**src/rtl/hansen_uart_tx.sv**
```systemverilog
// hansen_uart_tx: memory-mapped 8N1 UART transmitter with a TX FIFO.
//
// Register window (addr[3:2] selects, addr[1:0] ignored):
//   0x0 TXDATA  write pushes wdata[7:0]; reads 0
//   0x4 STATUS  {count[15:8], overflow[3], full[2], empty[1], busy[0]};
//               writing 1 to bit3 clears overflow
//   0x8 DIV     bit period in clocks; a write of 0 is ignored
//   0xC CTRL    {irq_en[1], enable[0]}, reset value 0x1
//
// Ports:
//   clk, reset     system clock, synchronous active-high reset
//   sel, addr, we  register window select, byte address, write strobe
//   wdata, rdata   write data in, combinational read data out (0 when !sel)
//   uart_tx        registered serial line, idle high
//   irq            registered level interrupt: irq_en & empty & ~busy
module hansen_uart_tx #(
    parameter int FIFO_DEPTH  = 8,
    parameter int DIV_WIDTH   = 16,
    parameter int DEFAULT_DIV = 868
) (
    input  logic        clk,
    input  logic        reset,
    input  logic        sel,
    input  logic [3:0]  addr,
    input  logic        we,
    input  logic [31:0] wdata,
    output logic [31:0] rdata,
    output logic        uart_tx,
    output logic        irq
);
    localparam int PTR_W = $clog2(FIFO_DEPTH);
    localparam int CNT_W = PTR_W + 1;
    localparam logic [PTR_W-1:0]     PTR_ONE = PTR_W'(1);
    localparam logic [DIV_WIDTH-1:0] DIV_ONE = DIV_WIDTH'(1);

    localparam logic [1:0] REG_TXDATA = 2'd0;
    localparam logic [1:0] REG_STATUS = 2'd1;
    localparam logic [1:0] REG_DIV    = 2'd2;
    localparam logic [1:0] REG_CTRL   = 2'd3;

    typedef enum logic [1:0] {IDLE, START, DATA, STOP} state_t;

    state_t state, state_next;

    logic [7:0]           fifo_mem [FIFO_DEPTH];
    logic [PTR_W-1:0]     rd_ptr, wr_ptr;
    logic [CNT_W-1:0]     count;
    logic                 overflow, enable, irq_en;
    logic [DIV_WIDTH-1:0] div_reg, bit_period, bit_timer;
    logic [7:0]           shift_reg;
    logic [2:0]           bit_idx;

    logic empty, full, busy;
    logic bus_wr, push_req, push, pop, can_pop, bit_done, tx_next;
    logic unused_bits;

    assign empty    = (count == '0);
    assign full     = (count == CNT_W'(FIFO_DEPTH));
    assign busy     = (state != IDLE);
    assign bus_wr   = sel & we;
    assign push_req = bus_wr & (addr[3:2] == REG_TXDATA);
    // Full is judged on the registered count, so a push while full is dropped
    // even when a pop frees a slot on the same edge.
    assign push     = push_req & ~full;
    assign can_pop  = enable & ~empty;
    assign bit_done = busy & (bit_timer == '0);

    // Only parts of addr/wdata are decoded; fold the rest so nothing dangles.
    assign unused_bits = ^{addr[1:0], wdata};

    // ---------------- control registers ----------------
    // NOTE: sequential state uses non-blocking assignments so every register
    // samples the pre-edge values of the others.
    always_ff @(posedge clk) begin
        if (reset) begin
            div_reg <= DIV_WIDTH'(DEFAULT_DIV);
            enable  <= 1'b1;
            irq_en  <= 1'b0;
        end else if (bus_wr) begin
            if (addr[3:2] == REG_DIV && wdata[DIV_WIDTH-1:0] != '0)
                div_reg <= wdata[DIV_WIDTH-1:0];
            if (addr[3:2] == REG_CTRL) begin
                enable <= wdata[0];
                irq_en <= wdata[1];
            end
        end
    end

    // ---------------- FIFO ----------------
    // NOTE: the FIFO storage has no reset; reset empties it via pointers and count.
    always_ff @(posedge clk) begin
        if (push)
            fifo_mem[wr_ptr] <= wdata[7:0];
    end

    always_ff @(posedge clk) begin
        if (reset) begin
            rd_ptr   <= '0;
            wr_ptr   <= '0;
            count    <= '0;
            overflow <= 1'b0;
        end else begin
            if (push) wr_ptr <= wr_ptr + PTR_ONE;
            if (pop)  rd_ptr <= rd_ptr + PTR_ONE;
            count <= count + CNT_W'(push) - CNT_W'(pop);
            if (push_req && full)
                overflow <= 1'b1;
            else if (bus_wr && addr[3:2] == REG_STATUS && wdata[3])
                overflow <= 1'b0;
        end
    end

    // ---------------- FSM: state register ----------------
    always_ff @(posedge clk) begin
        if (reset) state <= IDLE;
        else       state <= state_next;
    end

    // ---------------- FSM: next state ----------------
    // NOTE: every always_comb output is given a default first, so no latch is inferred.
    always_comb begin
        state_next = state;
        case (state)
            IDLE:    if (can_pop) state_next = START;
            START:   if (bit_done) state_next = DATA;
            DATA:    if (bit_done && bit_idx == 3'd7) state_next = STOP;
            STOP:    if (bit_done) state_next = can_pop ? START : IDLE;
            default: state_next = IDLE;
        endcase
    end

    // ---------------- FSM: outputs ----------------
    // tx_next is the line level for the cycle after this edge, which keeps
    // uart_tx registered without adding a cycle of latency to the start bit.
    always_comb begin
        pop     = can_pop & ((state == IDLE) | ((state == STOP) & bit_done));
        tx_next = uart_tx;
        if (pop) begin
            tx_next = 1'b0;
        end else if (bit_done) begin
            case (state)
                START:   tx_next = shift_reg[0];
                DATA:    tx_next = (bit_idx == 3'd7) ? 1'b1 : shift_reg[1];
                default: tx_next = 1'b1;
            endcase
        end
    end

    // ---------------- bit timing and shifter ----------------
    // The bit period is snapshotted at each pop, so DIV writes mid-frame only
    // affect the next frame.
    always_ff @(posedge clk) begin
        if (reset) begin
            shift_reg  <= '0;
            bit_period <= '0;
            bit_timer  <= '0;
            bit_idx    <= '0;
            uart_tx    <= 1'b1;
            irq        <= 1'b0;
        end else begin
            if (pop) begin
                shift_reg  <= fifo_mem[rd_ptr];
                bit_period <= div_reg;
                bit_timer  <= div_reg - DIV_ONE;
                bit_idx    <= '0;
            end else if (bit_done) begin
                bit_timer <= bit_period - DIV_ONE;
                if (state == DATA) begin
                    shift_reg <= shift_reg >> 1;
                    bit_idx   <= bit_idx + 3'd1;
                end
            end else if (busy) begin
                bit_timer <= bit_timer - DIV_ONE;
            end
            uart_tx <= tx_next;
            irq     <= irq_en & empty & ~busy;
        end
    end

    // ---------------- read mux ----------------
    always_comb begin
        rdata = '0;
        if (sel) begin
            case (addr[3:2])
                REG_STATUS: rdata = {16'b0, 8'(count), 4'b0, overflow, full, empty, busy};
                REG_DIV:    rdata = 32'(div_reg);
                REG_CTRL:   rdata = {30'b0, irq_en, enable};
                default:    rdata = '0;
            endcase
        end
    end

endmodule

```
**config.mk**
```make
export PLATFORM = sky130hd
export DESIGN_NAME = hansen_uart_tx
export DESIGN_NICKNAME = d
export VERILOG_FILES = /design/src/rtl/hansen_uart_tx.sv
export SDC_FILE = /design/constraint.sdc
export NUM_CORES = 1
export LEC_CHECK = 0
export CORE_UTILIZATION = 38
export CTS_CLUSTER_DIAMETER = 120
export DETAILED_ROUTE_END_ITERATION = 16
export GPL_TIMING_DRIVEN = 0
export PLACE_DENSITY = 0.69
export SETUP_SLACK_MARGIN = 0.1
export SYNTH_ARGS = -nofsm -noshare
export SYNTH_HDL_FRONTEND = slang
export SYNTH_SLANG_ARGS = --single-unit
```
**constraint.sdc**
```tcl
create_clock -name clk -period 6.83 [get_ports clk]
set_clock_uncertainty 0.1 [all_clocks]
set_input_delay 2.049 -clock clk [delete_from_list [all_inputs] [get_ports clk]]
set_output_delay 2.049 -clock clk [all_outputs]
set_load 0.05 [all_outputs]
```
==> results by group <==
Run status
  – Status: finished clean

Synthesis
  – Largest family of logic cells by synthesized area: simple AND/OR/NAND/NOR gates
  – Area contributors post-synth: edfxtp_1, dfxtp_1, mux4_2, mux2i_1, nand2_1
  – Multiplexer share of the synthesized area: 0.0942
  – YS warnings: 0
  – Gate Count Post-Synth: 631
  – Sequential area share after synthesis: 0.519
  – Async set-or-reset flop fraction in the synthesized netlist: 0
  – Syn Area/Cell: 10.7 sq um
  – Top_reg_cell synth: dfxtp_1
  – Yosys top cell by area: edfxtp_1
  – Yosys cell types: 55
  – Synth Area in Simple Gates: 0.156
  – XOR/XNOR share of the synthesized area: 0.0259
  – Mapped Area: 6750 sq um
  – Adder-cell share of the synthesized area: 0.0326
  – Post-synth EDFFs: 64
  – Synth Area in Compound Gates: 0.122
  – Post-synth top area share: 0.285
  – #FFs+latches synth: 143

Worst hold path
  – Hold path startpoint: bit_period[13]
  – WHS Path Cells: 2
  – Worst Hold Class: reg -> reg
  – Hold endpoint: bit_period[13]

Timing
  – Achievable Freq: 153 MHz
  – Hold Fails Final Rpt: 0
  – Setup TNS: 0 ns
  – Final setup viols: 0
  – Fin crit share: 0.959
  – Worst-Margin Slew: 1.32 ns
  – Slew Limit Fails: 0
  – Final Worst Setup Slack: 0.277 ns
  – RSZ-0062 raised after global routing: false
  – Rel. slew slack: 0.114
  – Crit path time final: 6.55 ns

Clock tree
  – Clock Latency Late Sink: 0.42 ns
  – Clk sinks: 143
  – CTS Buffer Depth: 2
  – CTS tree: yes
  – Clk root buf: clkbuf_16
  – TritonCTS buffer count: 17
  – Clock slew at the register clock pins of the worst setup and hold paths: 0.06 ns
  – # Post-CTS Setup Buffers: 0
  – CTS HTree Levels: 4

Power
  – Power density over the cells: 392 nW/um^2
  – LEAKAGE: 0.00303 uW
  – Peak supply drop: 0.000231 V

Final layout
  – Share of layout cells above drive strength 1: 0.117
  – Final std cells w/o fill: 940
  – Largest register FFs: 64
  – Antenna cells: 0
  – NumNets Final: 759
  – Most flop-heavy register: fifo_mem
  – Area Overhead vs Synth: 19.1%
  – Fillers: 1,591

Critical path
  – Reg2Reg Launch Point: state[1]
  – Worst EP arrival: 4.40 ns
  – CP max stage delay: 0.81 ns
  – R2R Path End: bit_timer[10]
  – Logic depth of the worst path, buffers included: 6
  – CP Max Fanout: 10
  – Delay-heaviest family, CP: buffers and inverters
  – Slowest CP cell: clkdlybuf4s50_1
  – CP Launch Type: input port
  – WS Path Type: in -> out
  – Cell Chain, Critical Path: clkdlybuf4s50_1 -> nor2b_1 -> clkbuf_1 -> clkbuf_1 -> and3_1 -> clkdlybuf4s50_1
  – WP data required: 4.68 ns
  – R2R depth: 16
  – Crit. End Element: output port
  – Flop2flop setup slack: 1.22 ns
  – CP bufs+invs: 4

Placement
  – Placed Instances: 908
  – DPL Wire Length: 11,600 microns
  – Gpl congestion: 0.939
  – Place WS: 0.231 ns
  – IO Port Bufs: 36

Global routing
  – First-pass GRT wire length: 26,200 microns
  – Vias in the first global route: 4,829
  – Grt ovf: 0
  – Largest net degree at the start of global routing: 17
  – Total global-route track usage: 0.189
  – Initial antenna violation count: 0

Route
  – Vias: 5,096
  – Drt wl/cell: 17.4 microns
  – Drt pass-1 iters: 5
  – Post-DRT Antenna Nets: 0
  – Vias per cell: 5.42
  – WL final: 16,300 microns
  – DR iter-0 viols: 460
  – DRC errors left: 0

Run
  – MaxCap Viol Count: 0

Floorplan
  – Die height: 135 microns
  – Die Wd: 135 microns
  – Initial Utilization: 0.390
  – Die area: 18,300 sq um
  – Std-Cell Rows: 48
  – Top-Level Pins: 74
  – Placeable core area: 17,300 sq um
[synthesized netlist by cell type, drive strengths merged, types with 17 or more instances]
cell    count
dfxtp      79
edfxtp     64
nand2      60
nor2       56
a21oi      36
buf        30
clkbuf     25
mux2i      23
nor3       21
nor2b      18
a211oi     17
inv        17
[cell families (layout without fill, tap and decap cells)]
| logic type | after synthesis | after routing |
|---|---|---|
| AOI/OAI and AO/OA | 120 | 120 |
| muxes | 43 | 43 |
| xor gates and xnor gates | 20 | 20 |
| DFF | 143 | 143 |
| and+or+nand+nor | 214 | 214 |
| adders and majority gates | 17 | 17 |
| other | 1 | 16 |
| buffers and inverters | 73 | 142 |
[worst max path at each step]
stage                     slack [ns]        end     from
after floorplan                 0.98  rdata[10]  addr[3]
after global placement          0.24  rdata[11]  addr[2]
after detailed placement        0.23  rdata[10]  addr[2]
after CTS                       0.23  rdata[10]  addr[2]
after global routing            0.15   rdata[6]  addr[2]
final                           0.28  rdata[15]  addr[2]
[metrics by stage]
step,instance area (sq um),power (uW),hold slack [ns],utilization
final,8040,3150,0.360,0.465
after global placement,7450,2250,0.343,0.431
after global routing,8040,3330,0.376,0.465
after floorplan,6810,1960,0.327,-
after detailed placement,7460,2250,0.351,0.431
after CTS,8040,3160,0.360,0.465
[per-layer routing]
layer	routed length (microns)	track usage	vias to the layer above
li1	-	-	2429
met5	0	0	-
met2	7430	0.285	195
met1	7530	0.261	2451
met3	1180	0.0539	21
met4	190	0.0574	0
[placed cells by master (no fill, tap or decap), drive strengths merged, types with 6 or more instances in the layout]
cell,n
o21ai,14
a211o,8
inv,25
nor2,56
clkbuf,42
xor2,14
edfxtp,64
mux2i,23
buf,31
nand3,8
nor2b,18
a311oi,8
a211oi,17
clkdlybuf4s50,34
dfxtp,79
a31oi,6
mux4,16
a21oi,36
a22oi,8
nor3,21
nand2,60
nor4,10
xnor2,6
clkinv,6
ha,16
conb,16
and3,12
[what timing repair did]
item | in CTS | in global routing
endpoints found under the setup margin | 0 | 2
gates resized for setup | 0 | 2
hold buffers | 0 | 0
[worst min-delay path: stages, from the launching register on]
cell     delay, ns
dfxtp_1       0.31
nand2_1       0.05
a21oi_1       0.05
[power breakdown]
part	total, uW	internal, uW	switching (uW)
Sequential	1090	1000	90.3
Clock	902	512	390
Combinational	1160	455	704
Total	3150	1970	1180
[area by class of cell]
cell class | count | area (sq um) | area share
clock inverter | 15 | 149 | 0.0185
clock buffer | 17 | 425 | 0.0529
tap | 225 | 282 | 0.0350
timing repair buffer | 37 | 373 | 0.0464
sequential | 143 | 3500 | 0.436
inverter | 18 | 72.6 | 0.00902
multi-input combinational | 430 | 2970 | 0.369
buffer | 55 | 269 | 0.0335
Note: power is estimated with default switching activity, not from simulation.
